--- config.mk ---
export PLATFORM = sky130hd
export DESIGN_NAME = rip_csr_seq_flat
export DESIGN_NICKNAME = d
export VERILOG_FILES = /design/src/rtl/rip_csr_pkg.sv /design/src/rtl/rip_csr_seq_if.sv /design/src/rtl/rip_csr_seq.sv /design/src/flat_wrapper.sv
export SDC_FILE = /design/constraint.sdc
export NUM_CORES = 1
export LEC_CHECK = 0
export BUFFER_PORTS_ARGS = -buffer_cell sky130_fd_sc_hd__buf_2
export CORE_MARGIN = 1.5
export CORE_UTILIZATION = 56
export CTS_CLUSTER_SIZE = 30
export DETAILED_ROUTE_END_ITERATION = 16
export PLACE_DENSITY_LB_ADDON = 0.1
export SLEW_MARGIN = 20
export SYNTH_ARGS = -nofsm -noshare
export SYNTH_HDL_FRONTEND = slang
export SYNTH_SLANG_ARGS = --single-unit
--- constraint.sdc ---
create_clock -name clk -period 8.3 [get_ports clk]
set_input_delay 2.49 -clock clk [delete_from_list [all_inputs] [get_ports clk]]
set_output_delay 2.49 -clock clk [all_outputs]
set_load 0.1 [all_outputs]
--- src/rtl/rip_csr_pkg.sv ---
// Shared constants, enums and helper functions for the CSR sequencer.
package rip_csr_pkg;

  localparam int unsigned XLEN   = 32;
  localparam int unsigned CSR_AW = 12;

  localparam logic [CSR_AW-1:0] CSR_MSTATUS = 12'h300;
  localparam logic [CSR_AW-1:0] CSR_MTVEC   = 12'h305;
  localparam logic [CSR_AW-1:0] CSR_MEPC    = 12'h341;
  localparam logic [CSR_AW-1:0] CSR_MCAUSE  = 12'h342;
  localparam logic [CSR_AW-1:0] CSR_MTVAL   = 12'h343;

  localparam int unsigned MSTATUS_MIE  = 3;
  localparam int unsigned MSTATUS_MPIE = 7;

  typedef enum logic [1:0] {
    OP_RSVD = 2'b00,
    OP_RW   = 2'b01,
    OP_RS   = 2'b10,
    OP_RC   = 2'b11
  } csr_op_t;

  typedef enum logic [3:0] {
    S_IDLE, S_C_RD, S_C_WR,
    S_T_EPC, S_T_CAUSE, S_T_TVAL, S_T_VEC, S_T_STAT,
    S_M_EPC, S_M_STAT, S_REDIR
  } csr_seq_state_t;

  // Vectored mode applies only to interrupts; the offset wraps mod 2^XLEN.
  function automatic logic [XLEN-1:0] trap_target(input logic [XLEN-1:0] mtvec,
                                                  input logic [XLEN-1:0] cause);
    logic [XLEN-1:0] base;
    base = {mtvec[XLEN-1:2], 2'b00};
    if (mtvec[1:0] == 2'b01 && cause[XLEN-1])
      return base + XLEN'({cause[XLEN-2:0], 2'b00});
    return base;
  endfunction

  function automatic logic [XLEN-1:0] mstatus_on_trap(input logic [XLEN-1:0] s);
    logic [XLEN-1:0] r;
    r               = s;
    r[MSTATUS_MPIE] = s[MSTATUS_MIE];
    r[MSTATUS_MIE]  = 1'b0;
    return r;
  endfunction

  function automatic logic [XLEN-1:0] mstatus_on_mret(input logic [XLEN-1:0] s);
    logic [XLEN-1:0] r;
    r               = s;
    r[MSTATUS_MIE]  = s[MSTATUS_MPIE];
    r[MSTATUS_MPIE] = 1'b1;
    return r;
  endfunction

endpackage

--- src/rtl/rip_csr_seq_if.sv ---
// Requester handshakes, redirect/response outputs and CSR file port of the sequencer.
interface rip_csr_seq_if;
  import rip_csr_pkg::*;

  logic              csr_req_valid;
  logic              csr_req_ready;
  logic [1:0]        csr_req_op;
  logic [CSR_AW-1:0] csr_req_addr;
  logic [XLEN-1:0]   csr_req_wdata;
  logic              csr_req_wr_en;
  logic              csr_rsp_valid;
  logic [XLEN-1:0]   csr_rsp_rdata;

  logic              trap_valid;
  logic              trap_ready;
  logic [XLEN-1:0]   trap_pc;
  logic [XLEN-1:0]   trap_cause;
  logic [XLEN-1:0]   trap_tval;

  logic              mret_valid;
  logic              mret_ready;

  logic              redirect_valid;
  logic [XLEN-1:0]   redirect_pc;
  logic              busy;

  logic              cf_write;
  logic              cf_set;
  logic              cf_clear;
  logic [CSR_AW-1:0] cf_addr;
  logic [XLEN-1:0]   cf_din;
  logic [XLEN-1:0]   cf_dout;

  modport slave (
    input  csr_req_valid, csr_req_op, csr_req_addr, csr_req_wdata, csr_req_wr_en,
           trap_valid, trap_pc, trap_cause, trap_tval, mret_valid, cf_dout,
    output csr_req_ready, csr_rsp_valid, csr_rsp_rdata, trap_ready, mret_ready,
           redirect_valid, redirect_pc, busy, cf_write, cf_set, cf_clear, cf_addr, cf_din
  );

  modport master (
    output csr_req_valid, csr_req_op, csr_req_addr, csr_req_wdata, csr_req_wr_en,
           trap_valid, trap_pc, trap_cause, trap_tval, mret_valid, cf_dout,
    input  csr_req_ready, csr_rsp_valid, csr_rsp_rdata, trap_ready, mret_ready,
           redirect_valid, redirect_pc, busy, cf_write, cf_set, cf_clear, cf_addr, cf_din
  );

endinterface

--- src/rtl/rip_csr_seq.sv ---
// Serialises Zicsr ops, trap entry and mret onto the single-port CSR file.
module rip_csr_seq
  import rip_csr_pkg::*;
(
  input  logic               clk,
  input  logic               rst_n,
  rip_csr_seq_if.slave       bus
);

  csr_seq_state_t    state_q;
  csr_op_t           op_q;
  logic [XLEN-1:0]   wdata_q;
  logic              wr_en_q;
  logic [XLEN-1:0]   cause_q;
  logic [XLEN-1:0]   tval_q;
  logic [XLEN-1:0]   target_q;
  logic              trap_mode_q;

  logic              csr_rsp_valid_q;
  logic [XLEN-1:0]   csr_rsp_rdata_q;
  logic              redirect_valid_q;
  logic              cf_write_q;
  logic              cf_set_q;
  logic              cf_clear_q;
  logic [CSR_AW-1:0] cf_addr_q;
  logic [XLEN-1:0]   din_q;

  logic              idle;
  logic              trap_gnt;
  logic              mret_gnt;
  logic              csr_gnt;

  // Fixed priority trap > mret > csr, granted only in IDLE and out of reset.
  assign idle     = (state_q == S_IDLE);
  assign trap_gnt = rst_n && idle && bus.trap_valid;
  assign mret_gnt = rst_n && idle && bus.mret_valid && !bus.trap_valid;
  assign csr_gnt  = rst_n && idle && bus.csr_req_valid && !bus.trap_valid && !bus.mret_valid;

  always_ff @(posedge clk) begin
    if (!rst_n) begin
      state_q          <= S_IDLE;
      op_q             <= OP_RSVD;
      wdata_q          <= '0;
      wr_en_q          <= 1'b0;
      cause_q          <= '0;
      tval_q           <= '0;
      target_q         <= '0;
      trap_mode_q      <= 1'b0;
      csr_rsp_valid_q  <= 1'b0;
      csr_rsp_rdata_q  <= '0;
      redirect_valid_q <= 1'b0;
      cf_write_q       <= 1'b0;
      cf_set_q         <= 1'b0;
      cf_clear_q       <= 1'b0;
      cf_addr_q        <= '0;
      din_q            <= '0;
    end else begin
      cf_write_q       <= 1'b0;
      cf_set_q         <= 1'b0;
      cf_clear_q       <= 1'b0;
      csr_rsp_valid_q  <= 1'b0;
      redirect_valid_q <= 1'b0;
      case (state_q)
        S_IDLE: begin
          if (trap_gnt) begin
            cause_q    <= bus.trap_cause;
            tval_q     <= bus.trap_tval;
            cf_addr_q  <= CSR_MEPC;
            din_q      <= bus.trap_pc;
            cf_write_q <= 1'b1;
            state_q    <= S_T_EPC;
          end else if (mret_gnt) begin
            cf_addr_q  <= CSR_MEPC;
            state_q    <= S_M_EPC;
          end else if (csr_gnt) begin
            op_q       <= csr_op_t'(bus.csr_req_op);
            wdata_q    <= bus.csr_req_wdata;
            wr_en_q    <= bus.csr_req_wr_en;
            cf_addr_q  <= bus.csr_req_addr;
            state_q    <= S_C_RD;
          end
        end
        S_C_RD: begin
          din_q   <= wdata_q;
          state_q <= S_C_WR;
          case (op_q)
            OP_RW:   cf_write_q <= 1'b1;
            OP_RS:   cf_set_q   <= wr_en_q;
            OP_RC:   cf_clear_q <= wr_en_q;
            default: ;
          endcase
        end
        S_C_WR: begin
          csr_rsp_valid_q <= 1'b1;
          csr_rsp_rdata_q <= (op_q == OP_RSVD) ? '0 : bus.cf_dout;
          state_q         <= S_IDLE;
        end
        S_T_EPC: begin
          cf_addr_q  <= CSR_MCAUSE;
          din_q      <= cause_q;
          cf_write_q <= 1'b1;
          state_q    <= S_T_CAUSE;
        end
        S_T_CAUSE: begin
          cf_addr_q  <= CSR_MTVAL;
          din_q      <= tval_q;
          cf_write_q <= 1'b1;
          state_q    <= S_T_TVAL;
        end
        S_T_TVAL: begin
          cf_addr_q <= CSR_MTVEC;
          state_q   <= S_T_VEC;
        end
        S_T_VEC: begin
          cf_addr_q <= CSR_MSTATUS;
          state_q   <= S_T_STAT;
        end
        S_T_STAT: begin
          target_q         <= trap_target(bus.cf_dout, cause_q);
          trap_mode_q      <= 1'b1;
          cf_write_q       <= 1'b1;
          redirect_valid_q <= 1'b1;
          state_q          <= S_REDIR;
        end
        S_M_EPC: begin
          cf_addr_q <= CSR_MSTATUS;
          state_q   <= S_M_STAT;
        end
        S_M_STAT: begin
          target_q         <= bus.cf_dout;
          trap_mode_q      <= 1'b0;
          cf_write_q       <= 1'b1;
          redirect_valid_q <= 1'b1;
          state_q          <= S_REDIR;
        end
        default: state_q <= S_IDLE;
      endcase
    end
  end

  assign bus.csr_req_ready  = csr_gnt;
  assign bus.trap_ready     = trap_gnt;
  assign bus.mret_ready     = mret_gnt;
  assign bus.csr_rsp_valid  = csr_rsp_valid_q;
  assign bus.csr_rsp_rdata  = csr_rsp_rdata_q;
  assign bus.redirect_valid = redirect_valid_q;
  assign bus.redirect_pc    = target_q;
  assign bus.busy           = !idle;
  assign bus.cf_write       = cf_write_q;
  assign bus.cf_set         = cf_set_q;
  assign bus.cf_clear       = cf_clear_q;
  assign bus.cf_addr        = cf_addr_q;
  // mstatus arrives on cf_dout only in REDIR, so its update is formed in that cycle.
  assign bus.cf_din         = (state_q == S_REDIR)
                            ? (trap_mode_q ? mstatus_on_trap(bus.cf_dout)
                                           : mstatus_on_mret(bus.cf_dout))
                            : din_q;

endmodule
--- src/flat_wrapper.sv ---
// flat-port wrapper written by rule: the top's interface ports become plain ports
module rip_csr_seq_flat import rip_csr_pkg::*;
  (clk, rst_n, bus_csr_req_valid, bus_csr_req_op, bus_csr_req_addr, bus_csr_req_wdata, bus_csr_req_wr_en, bus_trap_valid, bus_trap_pc, bus_trap_cause, bus_trap_tval, bus_mret_valid, bus_cf_dout, bus_csr_req_ready, bus_csr_rsp_valid, bus_csr_rsp_rdata, bus_trap_ready, bus_mret_ready, bus_redirect_valid, bus_redirect_pc, bus_busy, bus_cf_write, bus_cf_set, bus_cf_clear, bus_cf_addr, bus_cf_din);
  rip_csr_seq_if bus_i ();
  input  logic clk;
  input  logic rst_n;
  input wire logic [$bits(bus_i.csr_req_valid)-1:0] bus_csr_req_valid;
  input wire logic [$bits(bus_i.csr_req_op)-1:0] bus_csr_req_op;
  input wire logic [$bits(bus_i.csr_req_addr)-1:0] bus_csr_req_addr;
  input wire logic [$bits(bus_i.csr_req_wdata)-1:0] bus_csr_req_wdata;
  input wire logic [$bits(bus_i.csr_req_wr_en)-1:0] bus_csr_req_wr_en;
  input wire logic [$bits(bus_i.trap_valid)-1:0] bus_trap_valid;
  input wire logic [$bits(bus_i.trap_pc)-1:0] bus_trap_pc;
  input wire logic [$bits(bus_i.trap_cause)-1:0] bus_trap_cause;
  input wire logic [$bits(bus_i.trap_tval)-1:0] bus_trap_tval;
  input wire logic [$bits(bus_i.mret_valid)-1:0] bus_mret_valid;
  input wire logic [$bits(bus_i.cf_dout)-1:0] bus_cf_dout;
  output wire logic [$bits(bus_i.csr_req_ready)-1:0] bus_csr_req_ready;
  output wire logic [$bits(bus_i.csr_rsp_valid)-1:0] bus_csr_rsp_valid;
  output wire logic [$bits(bus_i.csr_rsp_rdata)-1:0] bus_csr_rsp_rdata;
  output wire logic [$bits(bus_i.trap_ready)-1:0] bus_trap_ready;
  output wire logic [$bits(bus_i.mret_ready)-1:0] bus_mret_ready;
  output wire logic [$bits(bus_i.redirect_valid)-1:0] bus_redirect_valid;
  output wire logic [$bits(bus_i.redirect_pc)-1:0] bus_redirect_pc;
  output wire logic [$bits(bus_i.busy)-1:0] bus_busy;
  output wire logic [$bits(bus_i.cf_write)-1:0] bus_cf_write;
  output wire logic [$bits(bus_i.cf_set)-1:0] bus_cf_set;
  output wire logic [$bits(bus_i.cf_clear)-1:0] bus_cf_clear;
  output wire logic [$bits(bus_i.cf_addr)-1:0] bus_cf_addr;
  output wire logic [$bits(bus_i.cf_din)-1:0] bus_cf_din;
  assign bus_i.csr_req_valid = bus_csr_req_valid;
  assign bus_i.csr_req_op = bus_csr_req_op;
  assign bus_i.csr_req_addr = bus_csr_req_addr;
  assign bus_i.csr_req_wdata = bus_csr_req_wdata;
  assign bus_i.csr_req_wr_en = bus_csr_req_wr_en;
  assign bus_i.trap_valid = bus_trap_valid;
  assign bus_i.trap_pc = bus_trap_pc;
  assign bus_i.trap_cause = bus_trap_cause;
  assign bus_i.trap_tval = bus_trap_tval;
  assign bus_i.mret_valid = bus_mret_valid;
  assign bus_i.cf_dout = bus_cf_dout;
  assign bus_csr_req_ready = bus_i.csr_req_ready;
  assign bus_csr_rsp_valid = bus_i.csr_rsp_valid;
  assign bus_csr_rsp_rdata = bus_i.csr_rsp_rdata;
  assign bus_trap_ready = bus_i.trap_ready;
  assign bus_mret_ready = bus_i.mret_ready;
  assign bus_redirect_valid = bus_i.redirect_valid;
  assign bus_redirect_pc = bus_i.redirect_pc;
  assign bus_busy = bus_i.busy;
  assign bus_cf_write = bus_i.cf_write;
  assign bus_cf_set = bus_i.cf_set;
  assign bus_cf_clear = bus_i.cf_clear;
  assign bus_cf_addr = bus_i.cf_addr;
  assign bus_cf_din = bus_i.cf_din;
  rip_csr_seq u_core (.clk(clk), .rst_n(rst_n), .bus(bus_i));
endmodule
==> results.sh, run 1 <==
export IMPL_routedWlPerCell_um=19.2
export IMPL_outcome="completed"
export IMPL_final_core_util=0.699
export IMPL_critPathCapture="bus_csr_req_ready"
export IMPL_p_per_area_mw_per_mm2=308
export IMPL_path_cells="buf_2 > clkinv_2 > nor2_1 > nand3_1 > inv_2 > buf_12"
export IMPL_cts_tree="done"
export IMPL_drc=0
export IMPL_fmax_mhz=149
export IMPL_numPortBuffers=296
export IMPL_worstRegToRegCells=9
export IMPL_tightest_slew_ns=1.03
export IMPL_post_cts_buffers=0
export IMPL_cp_num_buf_inv=4
export IMPL_htreeDepth=1
export IMPL_grt_pass1_vias=9239
export IMPL_critPathLaunch="rst_n"
export IMPL_gr_total_overflow=0
export IMPL_num_rows=49
export IMPL_nets=1706
export IMPL_die_w_um=138
export IMPL_grt_use_total=0.341
export IMPL_multi_input_area_mm2=0.00543
export IMPL_max_stage_delay_ns=0.51
export IMPL_drt_pass1_iterations=6
export IMPL_syn_cell_area_mm2=0.0102
export IMPL_cts_sinks=217
export IMPL_skew_ns=0.00815
export IMPL_min_path_cells=2
export IMPL_async_flop_share=0
export IMPL_maxCapViolCount=0
export IMPL_finalSetupTns_ns=0
export IMPL_cts_buffers=24
export IMPL_reg2reg_to="u_core.bus.cf_addr[8]$_SDFFE_PN0P_"
export IMPL_finalCriticalPeriod_ns=6.70
export IMPL_crit_type="in2out"
export IMPL_placeableCoreArea_mm2=0.0179
export IMPL_vias_per_cell=5.98
export IMPL_worstPathArrival_ns=4.21
export IMPL_ctsResizeCount=0
export IMPL_gp_congestion=0.953
export IMPL_clock_path_buffers=3
export IMPL_fillers=1542
export IMPL_critPathMaxFanout=44
export IMPL_drt_wl_total_mm=33.5
export IMPL_dp_hpwl_mm=24.0
export IMPL_endpoint_kind="output port"
export IMPL_path_delay_family="buffers and inverters"
export IMPL_final_cell_area_mm2=0.0125
export IMPL_path_depth=6
export IMPL_relSlewSlack=0.312
export IMPL_ios=297
export IMPL_drive_above_1_share=0.260
export IMPL_cp_start_kind="primary input"
export IMPL_grt_max_degree=125
export IMPL_yosys_warnings=0
export IMPL_rsz0062_at_grt="no"
export IMPL_ys_seq_area_frac=0.426
export IMPL_syn2layout_area_growth_pct=22.9
export IMPL_clk_insertion_delay_late_ns=0.51
export IMPL_crit_reg2reg_launch="u_core.state_q[1]$_SDFFE_PN0P_"
export IMPL_drt_iter0_drc=1080
export IMPL_clkTransAtPathRegs_ns=0.05
export IMPL_slew_viol_final=0
export IMPL_cp_slowest_cell="clkinv_2"
export IMPL_rrSetupSlack_ns=4.88
export IMPL_via_count=10400
export IMPL_power_leakage_nw=5.40
export IMPL_synthFlopType="dfxtp_1"
export IMPL_synth_edf_count=0
export IMPL_syn_inst=1252
export IMPL_vdd_ir_drop_max_uv=300
export IMPL_syn_nets=1462
export IMPL_regArea_mm2=0.00434
export IMPL_hold_class="reg2reg"
export IMPL_die_y_um=138
export IMPL_placed_area_mm2=0.0118
export IMPL_synth_distinct_cells=64
export IMPL_cts_root_buffer="clkbuf_16"
export IMPL_die_area_mm2=0.0190
export IMPL_setup_viol=0
export IMPL_grt_pass1_wl_mm=50.3
export IMPL_avgSynthCellArea_um2=8.14
export IMPL_cp_required_ns=5.81
export IMPL_synth_seq_cells=217
export IMPL_period_share=0.808
export IMPL_hold_violations=0
export IMPL_holdBufCountCts=0
export IMPL_fin_hold_ws_ns=0.451
export IMPL_grt_antenna_before_repair=3
export IMPL_start_util=0.569
export IMPL_antenna_left=0
[layout by cell type, fill, tap and decap left out, types with 4 or more instances in the layout]
master,synthesis,final
xor2_1,10,10
diode_2,0,4
ha_1,29,29
a222oi_1,32,32
a21o_1,12,12
nor4_1,5,5
nand3_1,19,19
nor3_1,13,11
a22oi_1,4,4
a211oi_2,4,4
clkbuf_1,77,7
clkbuf_16,0,25
clkbuf_8,0,5
buf_2,8,293
inv_1,18,17
a21oi_1,84,84
mux2_2,30,30
nor2b_1,4,4
a211oi_1,4,4
a311oi_1,47,47
buf_4,1,15
nand4_1,5,5
a31oi_1,12,12
nor2_1,99,97
dfxtp_1,217,217
a22o_1,30,30
xnor2_1,15,15
nand2_1,304,304
o22ai_1,5,5
o21a_1,6,5
o21ai_0,88,88
o211ai_1,7,7
[worst min path at each step]
| stage | from | slack [ns] | endpoint |
|---|---|---|---|
| floorplan | u_core.cause_q[30]$_SDFFE_PN0P_ | 0.44 | u_core.cause_q[30]$_SDFFE_PN0P_ |
| global placement | u_core.bus.cf_addr[7]$_SDFFE_PN0P_ | 0.44 | u_core.bus.cf_addr[7]$_SDFFE_PN0P_ |
| detailed placement | u_core.bus.cf_addr[5]$_SDFFE_PN0P_ | 0.44 | u_core.bus.cf_addr[5]$_SDFFE_PN0P_ |
| CTS | u_core.bus.cf_addr[5]$_SDFFE_PN0P_ | 0.45 | u_core.bus.cf_addr[5]$_SDFFE_PN0P_ |
| global route | u_core.wdata_q[3]$_SDFFE_PN0P_ | 0.47 | u_core.wdata_q[3]$_SDFFE_PN0P_ |
| finish | u_core.bus.cf_addr[10]$_SDFFE_PN0P_ | 0.45 | u_core.bus.cf_addr[10]$_SDFFE_PN0P_ |
[cell families (layout without fill, tap and decap cells)]
| logic type | count (synthesis) | count (layout) | synth area share |
|---|---|---|---|
| xor gates and xnor gates | 25 | 25 | 0.0215 |
| other | 0 | 4 | 0 |
| muxes | 31 | 31 | 0.0343 |
| DFF | 217 | 217 | 0.426 |
| AOI/OAI and AO/OA | 367 | 367 | 0.250 |
| buffers and inverters | 113 | 370 | 0.0430 |
| adders and majority gates | 30 | 30 | 0.0376 |
| and+or+nand+nor | 469 | 469 | 0.188 |
[worst reg2reg max path, stage by stage, from the launching register on]
cell	delay [ns]
dfxtp_1	0.43
nor2_1	0.36
nand2_1	0.33
nor2_1	0.26
nand3_1	0.32
inv_2	0.18
buf_4	0.44
o31a_1	0.57
nor2_1	0.08
a311oi_1	0.31
[layer usage]
layer / part of all wire / vias up / global-route usage
met5: 0 / - / 0
met4: 0.026 / 0 / 0.0972
met3: 0.10 / 65 / 0.0603
met2: 0.43 / 556 / 0.509
met1: 0.44 / 4823 / 0.502
li1: - / 4977 / -
[cells in the mapped netlist, drive strengths merged, types with 6 or more instances]
| library cell | n | area (µm²) |
|---|---|---|
| nand2 | 304 | 1140 |
| dfxtp | 217 | 4340 |
| nor2 | 99 | 372 |
| o21ai | 91 | 455 |
| a21oi | 85 | 437 |
| clkbuf | 77 | 289 |
| a311oi | 48 | 427 |
| a222oi | 32 | 320 |
| mux2 | 31 | 349 |
| a22o | 30 | 263 |
| ha | 29 | 363 |
| inv | 20 | 75.1 |
| nand3 | 19 | 95.1 |
| buf | 16 | 73.8 |
| nor3 | 15 | 85.1 |
| xnor2 | 15 | 131 |
| a21o | 12 | 90.1 |
| a31oi | 12 | 75.1 |
| xor2 | 10 | 87.6 |
| a211oi | 8 | 80.1 |
| o211ai | 7 | 52.6 |
| o21a | 6 | 45.0 |
[cell type report]
cell class,instances,share of cell area
sequential,217,0.347
tap,229,0.0229
inverter,20,0.00610
clock inverter,2,0.000999
clock buffer,37,0.0576
antenna,4,0.000799
multi-input combinational,922,0.434
timing repair buffer,311,0.131
[stage by stage]
stage          worst slack (ns)  total power [mW]  cells
2_1_floorplan              1.30              2.53   1252
3_3_place_gp               1.68              2.85   1699
3_5_place_dp               1.66              2.86   1699
4_1_cts                    1.65              3.85   1738
5_1_grt                    1.47              4.01   1740
6_report                   1.60              3.86   1742
[state kept, by name (all words and copies together), names as in the netlist]
| name | cells |
|---|---|
| u_core.op_q | 2 |
| u_core.wdata_q | 32 |
| u_core.wr_en_q | 1 |
| u_core.bus.cf_write | 1 |
| u_core.bus.cf_set | 1 |
| u_core.tval_q | 32 |
| u_core.din_q | 32 |
| u_core.bus.cf_clear | 1 |
| u_core.bus.redirect_pc | 32 |
| u_core.trap_mode_q | 1 |
| u_core.bus.redirect_valid | 1 |
| u_core.bus.csr_rsp_valid | 1 |
| u_core.state_q | 4 |
| u_core.bus.csr_rsp_rdata | 32 |
| u_core.cause_q | 32 |
| u_core.bus.cf_addr | 12 |
[report_power, final]
group	leakage, nW	total, mW	internal, mW	switching (mW)
sequential	1.77	1.31	1.18	0.124
combinational	3.27	1.55	0.360	1.19
clock	0.356	0.993	0.591	0.403
total	5.40	3.86	2.14	1.72
Power figures use the tool's default switching activity.
==> run 2, diff against run 1 <==
--- a/config.mk
+++ b/config.mk
@@ -7,7 +7,7 @@
 export LEC_CHECK = 0
 export BUFFER_PORTS_ARGS = -buffer_cell sky130_fd_sc_hd__buf_2
 export CORE_MARGIN = 1.5
-export CORE_UTILIZATION = 56
+export CORE_UTILIZATION = 47
 export CTS_CLUSTER_SIZE = 30
 export DETAILED_ROUTE_END_ITERATION = 16
 export PLACE_DENSITY_LB_ADDON = 0.1
==> constraint.sdc (replaced) <==
create_clock -name clk -period 5.9 [get_ports clk]
set_input_delay 1.77 -clock clk [delete_from_list [all_inputs] [get_ports clk]]
set_output_delay 1.77 -clock clk [all_outputs]
set_load 0.1 [all_outputs]
==> results.sh, run 2 (same netlist as run 1, synthesis figures left out) <==
export IMPL_reg2reg_to="u_core.din_q[8]$_SDFFE_PN0P_"
export IMPL_vdd_ir_drop_max_uv=230
export IMPL_worstRegToRegCells=9
export IMPL_gr_total_overflow=0
export IMPL_final_cells=1786
export IMPL_clock_path_buffers=3
export IMPL_fmax_mhz=219
export IMPL_max_stage_delay_ns=0.31
export IMPL_cp_required_ns=4.13
export IMPL_crit_type="in2out"
export IMPL_drc=0
export IMPL_slew_viol_final=0
export IMPL_maxCapViolCount=0
export IMPL_post_cts_buffers=0
export IMPL_relSlewSlack=0.378
export IMPL_period_share=0.776
export IMPL_outcome="completed"
export IMPL_critPathCapture="bus_csr_req_ready"
export IMPL_rrSetupSlack_ns=2.48
export IMPL_grt_antenna_before_repair=0
export IMPL_cp_start_kind="primary input"
export IMPL_grt_use_total=0.299
export IMPL_setup_slack_ns=1.32
export IMPL_antennaDiodeCount=0
export IMPL_die_w_um=150
export IMPL_htreeDepth=1
export IMPL_antenna_left=0
export IMPL_via_count=10300
export IMPL_worstPathArrival_ns=2.81
export IMPL_hold_violations=0
export IMPL_finalSetupTns_ns=0
export IMPL_regArea_mm2=0.00434
export IMPL_placed_area_mm2=0.0118
export IMPL_nets=1707
export IMPL_final_common_cell="nand2_1"
export IMPL_vias_per_cell=5.77
export IMPL_pre_cts_slack_ns=1.13
export IMPL_die_area_mm2=0.0226
export IMPL_cts_buffers=23
export IMPL_fin_hold_ws_ns=0.450
export IMPL_cp_slowest_cell="nor2_1"
export IMPL_path_cells="buf_2 > clkinv_2 > nor2_1 > nand3_1 > inv_2 > buf_12"
export IMPL_grt_max_degree=129
export IMPL_clkTransAtPathRegs_ns=0.06
export IMPL_crit_reg2reg_launch="u_core.state_q[1]$_SDFFE_PN0P_"
export IMPL_drt_pass1_iterations=9
export IMPL_cts_sinks=217
export IMPL_hold_class="reg2reg"
export IMPL_cts_root_buffer="clkbuf_16"
export IMPL_setup_viol=0
export IMPL_ctsResizeCount=0
export IMPL_final_cell_area_mm2=0.0127
export IMPL_placeableCoreArea_mm2=0.0212
export IMPL_routedWlPerCell_um=19.5
export IMPL_drt_iter0_drc=1147
export IMPL_drt_wl_total_mm=34.9
export IMPL_fillers=1961
export IMPL_ios=297
export IMPL_numPortBuffers=296
export IMPL_die_y_um=150
export IMPL_critPathMaxFanout=3
export IMPL_grt_pass1_wl_mm=52.2
export IMPL_gp_congestion=0.913
export IMPL_start_util=0.482
export IMPL_drive_above_1_share=0.265
export IMPL_dp_cells=1747
export IMPL_grt_pass1_vias=9302
export IMPL_syn2layout_area_growth_pct=24.4
export IMPL_critPathLaunch="rst_n"
export IMPL_power_leakage_nw=5.45
export IMPL_endpoint_kind="output port"
export IMPL_multi_input_area_mm2=0.00543
export IMPL_clk_insertion_delay_late_ns=0.53
export IMPL_cts_tree="done"
export IMPL_holdBufCountCts=0
export IMPL_rsz0062_at_grt="no"
export IMPL_tightest_slew_ns=0.932
export IMPL_finalCriticalPeriod_ns=4.58
export IMPL_final_cell_mix="304 x nand2_1, 293 x buf_2, 217 x dfxtp_1"
export IMPL_skew_ns=0.0301
export IMPL_min_delay_start="u_core.bus.cf_addr[7]$_SDFFE_PN0P_"
export IMPL_dp_hpwl_mm=25.2
export IMPL_num_rows=53
export IMPL_p_per_area_mw_per_mm2=441
[run 2: changes by cell type in the layout (fill, tap and decap cells not counted), sizes merged, moves of 2 or more]
cell	previous run	this run
clkbuf	37	30
buf	311	313
diode	4	0
bufinv	0	4
[run 2: per-stage QoR]
stage / power [mW] / utilization
finish: 5.59 / 0.599
detailed placement: 4.05 / 0.560
CTS: 5.59 / 0.599
global placement: 4.04 / 0.560
floorplan: 3.56 / -
global route: 5.81 / 0.599
[run 2: layer usage]
| metal | global-route usage | part of all wire |
|---|---|---|
| met5 | 0 | 0 |
| met1 | 0.441 | 0.46 |
| met2 | 0.443 | 0.42 |
| met4 | 0.0828 | 0.026 |
| met3 | 0.0539 | 0.087 |
[run 2: how the worst min path moves through the flow]
stage / to / cells after the start / slack [ns]
6_report: u_core.bus.cf_addr[7]$_SDFFE_PN0P_ / 2 / 0.45
4_1_cts: u_core.bus.cf_addr[10]$_SDFFE_PN0P_ / 2 / 0.46
2_1_floorplan: u_core.cause_q[30]$_SDFFE_PN0P_ / 2 / 0.44
3_3_place_gp: u_core.bus.cf_addr[5]$_SDFFE_PN0P_ / 2 / 0.44
3_5_place_dp: u_core.bus.cf_addr[10]$_SDFFE_PN0P_ / 2 / 0.45
5_1_grt: u_core.tval_q[22]$_SDFFE_PN0P_ / 2 / 0.47
[run 2: cell type report]
cell class                      count  area share
Inverter                           20     0.00602
Multi-Input combinational cell    922       0.429
Sequential cell                   217       0.343
Clock inverter                      9      0.0121
Clock buffer                       30      0.0522
Timing Repair Buffer              313       0.131
Tap cell                          275      0.0272
[run 2: worst max-delay path: cells and delay by family]
family,cells,cell delay [ns]
buffers and inverters,4,0.51
and+or+nand+nor,2,0.52
[run 2: where the power goes]
group	internal, mW	switching [mW]	leakage (nW)	total [mW]
clock	0.961	0.598	0.397	1.56
sequential	1.67	0.166	1.77	1.83
combinational	0.508	1.69	3.28	2.20
==> run 3, diff against run 2 <==
==> constraint.sdc (replaced) <==
create_clock -name clk -period 3.72 [get_ports clk]
set_input_delay 1.116 -clock clk [delete_from_list [all_inputs] [get_ports clk]]
set_output_delay 1.116 -clock clk [all_outputs]
set_load 0.1 [all_outputs]
==> results.sh, run 3 (same netlist as run 1, synthesis figures left out) <==
export IMPL_drc=0
export IMPL_critPathMaxFanout=17
export IMPL_grt_pass1_wl_mm=52.4
export IMPL_finalCriticalPeriod_ns=3.62
export IMPL_gp_congestion=1.03
export IMPL_syn2layout_area_growth_pct=27.6
export IMPL_nets=1745
export IMPL_gr_total_overflow=0
export IMPL_die_area_mm2=0.0226
export IMPL_cts_buffers=24
export IMPL_cp_num_buf_inv=3
export IMPL_grt_max_degree=129
export IMPL_antennaDiodeCount=0
export IMPL_pwr_share_comb=0.406
export IMPL_grt_use_total=0.300
export IMPL_multi_input_area_mm2=0.00545
export IMPL_period_share=0.974
export IMPL_hold_violations=0
export IMPL_via_count=10400
export IMPL_setup_viol=0
export IMPL_holdBufCountCts=0
export IMPL_clock_path_buffers=3
export IMPL_cp_required_ns=2.60
export IMPL_placeableCoreArea_mm2=0.0212
export IMPL_path_delay_family="buffers and inverters"
export IMPL_cts_sinks=217
export IMPL_routedWlPerCell_um=19.3
export IMPL_slew_viol_final=0
export IMPL_vdd_ir_drop_max_uv=390
export IMPL_antenna_left=0
export IMPL_fmax_mhz=276
export IMPL_cts_tree="done"
export IMPL_final_cell_mix="303 x nand2_1, 290 x buf_2, 215 x dfxtp_1"
export IMPL_die_y_um=150
export IMPL_power_leakage_nw=5.65
export IMPL_outcome="completed"
export IMPL_start_util=0.482
export IMPL_grt_pass1_vias=9297
export IMPL_cts_root_buffer="clkbuf_16"
export IMPL_final_common_cell="nand2_1"
export IMPL_num_rows=53
export IMPL_fillers=1991
export IMPL_p_int_mw=4.96
export IMPL_pwr_share_clk=0.269
export IMPL_drt_iter0_drc=1045
export IMPL_crit_type="reg2out"
export IMPL_post_cts_buffers=0
export IMPL_p_per_area_mw_per_mm2=683
export IMPL_pwr_share_seq=0.325
export IMPL_p_total_mw=8.88
export IMPL_numPortBuffers=296
export IMPL_vias_per_cell=5.69
export IMPL_power_share_switching=0.441
export IMPL_drt_pass1_iterations=7
export IMPL_clkTransAtPathRegs_ns=0.06
export IMPL_path_cells="inv_2 > nand2_1 > nor3_4 > clkbuf_16 > mux2_2 > buf_2"
export IMPL_worstPathArrival_ns=2.51
export IMPL_ctsResizeCount=0
export IMPL_relSlewSlack=0.411
export IMPL_dp_hpwl_mm=25.9
export IMPL_final_core_util=0.615
export IMPL_cp_slowest_cell="dfxtp_2"
export IMPL_regArea_mm2=0.00435
export IMPL_cp_start_kind="flop"
export IMPL_rsz0062_at_grt="no"
export IMPL_ios=297
export IMPL_tightest_slew_ns=0.883
export IMPL_maxCapViolCount=0
export IMPL_drt_wl_total_mm=35.3
export IMPL_die_w_um=150
export IMPL_htreeDepth=1
export IMPL_grt_antenna_before_repair=0
export IMPL_clk_insertion_delay_late_ns=0.52
export IMPL_endpoint_kind="output port"
export IMPL_skew_ns=0.00838
export IMPL_max_stage_delay_ns=0.39
export IMPL_power_switching_mw=3.92
export IMPL_hold_class="reg2reg"
export IMPL_drive_above_1_share=0.286
## run 3: cell types whose count changed in the layout (fill, tap and decap cells not counted), sizes merged
| cell | delta |
|---|---|
| buf | +33 |
| clkinvlp | -2 |
| inv | -1 |
| clkinv | +5 |
| clkbuf | +7 |
| bufinv | -2 |
## run 3: worst register-to-register path: stages, from the launching register on
cell and delay, ns:
dfxtp_1 0.41, ha_1 0.27, fa_1 0.42, a211oi_2 0.23
nor2_1 0.09, o31a_1 0.28, a21bo_1 0.22, a31o_1 0.26
a211o_1 0.31, a311oi_2 0.26, xor2_1 0.18, o22ai_1 0.08
## run 3: through the flow
step	TNS, ns	area, µm²	cells	setup slack, ns	hold WS [ns]
after floorplan	0	10200	1252	0.0174	0.435
after global placement	-0.606	12200	1783	-0.188	0.435
after detailed placement	-0.850	12200	1783	-0.230	0.440
after CTS	0	13000	1825	0.0161	0.449
after global routing	0	13000	1826	0.0328	0.463
final	0	13000	1826	0.0973	0.448
## run 3: power groups by stage
stage               sequential [mW]  clock [mW]  combinational, mW
CTS                            2.88        2.42               3.58
global placement               2.92           0               3.56
floorplan                      3.25           0               2.41
finish                         2.88        2.39               3.60
detailed placement             2.92           0               3.57
global route                   2.91        2.53               3.81
## run 3: per-layer routing
metal / vias up / routed length (µm) / global-route usage
met4: 0 / 755 / 0.0760
li1: 5048 / - / -
met3: 47 / 3270 / 0.0452
met1: 4794 / 16400 / 0.454
met2: 505 / 14900 / 0.441
met5: - / 0 / 0
## run 3: worst paths after layout
path | start | cells past startpoint | endpoint | slack [ns]
setup / recovery | u_core.state_q[2]$_SDFFE_PN0P_ | 6 | bus_cf_din[18] | 0.1
hold / removal | u_core.bus.cf_addr[7]$_SDFFE_PN0P_ | 2 | u_core.bus.cf_addr[7]$_SDFFE_PN0P_ | 0.45
setup reg to reg | u_core.cause_q[0]$_SDFFE_PN0P_ | 11 | u_core.bus.redirect_pc[30]$_SDFFE_PN0P_ | 0.57
hold reg to reg | u_core.bus.cf_addr[7]$_SDFFE_PN0P_ | 2 | u_core.bus.cf_addr[7]$_SDFFE_PN0P_ | 0.45
## run 3: cell type report
type	count	share of cell area
Clock buffer	33	0.0534
Clock inverter	9	0.00847
Inverter	20	0.00587
Multi-Input combinational cell	922	0.419
Sequential cell	217	0.334
Tap cell	275	0.0265
Timing Repair Buffer	350	0.153
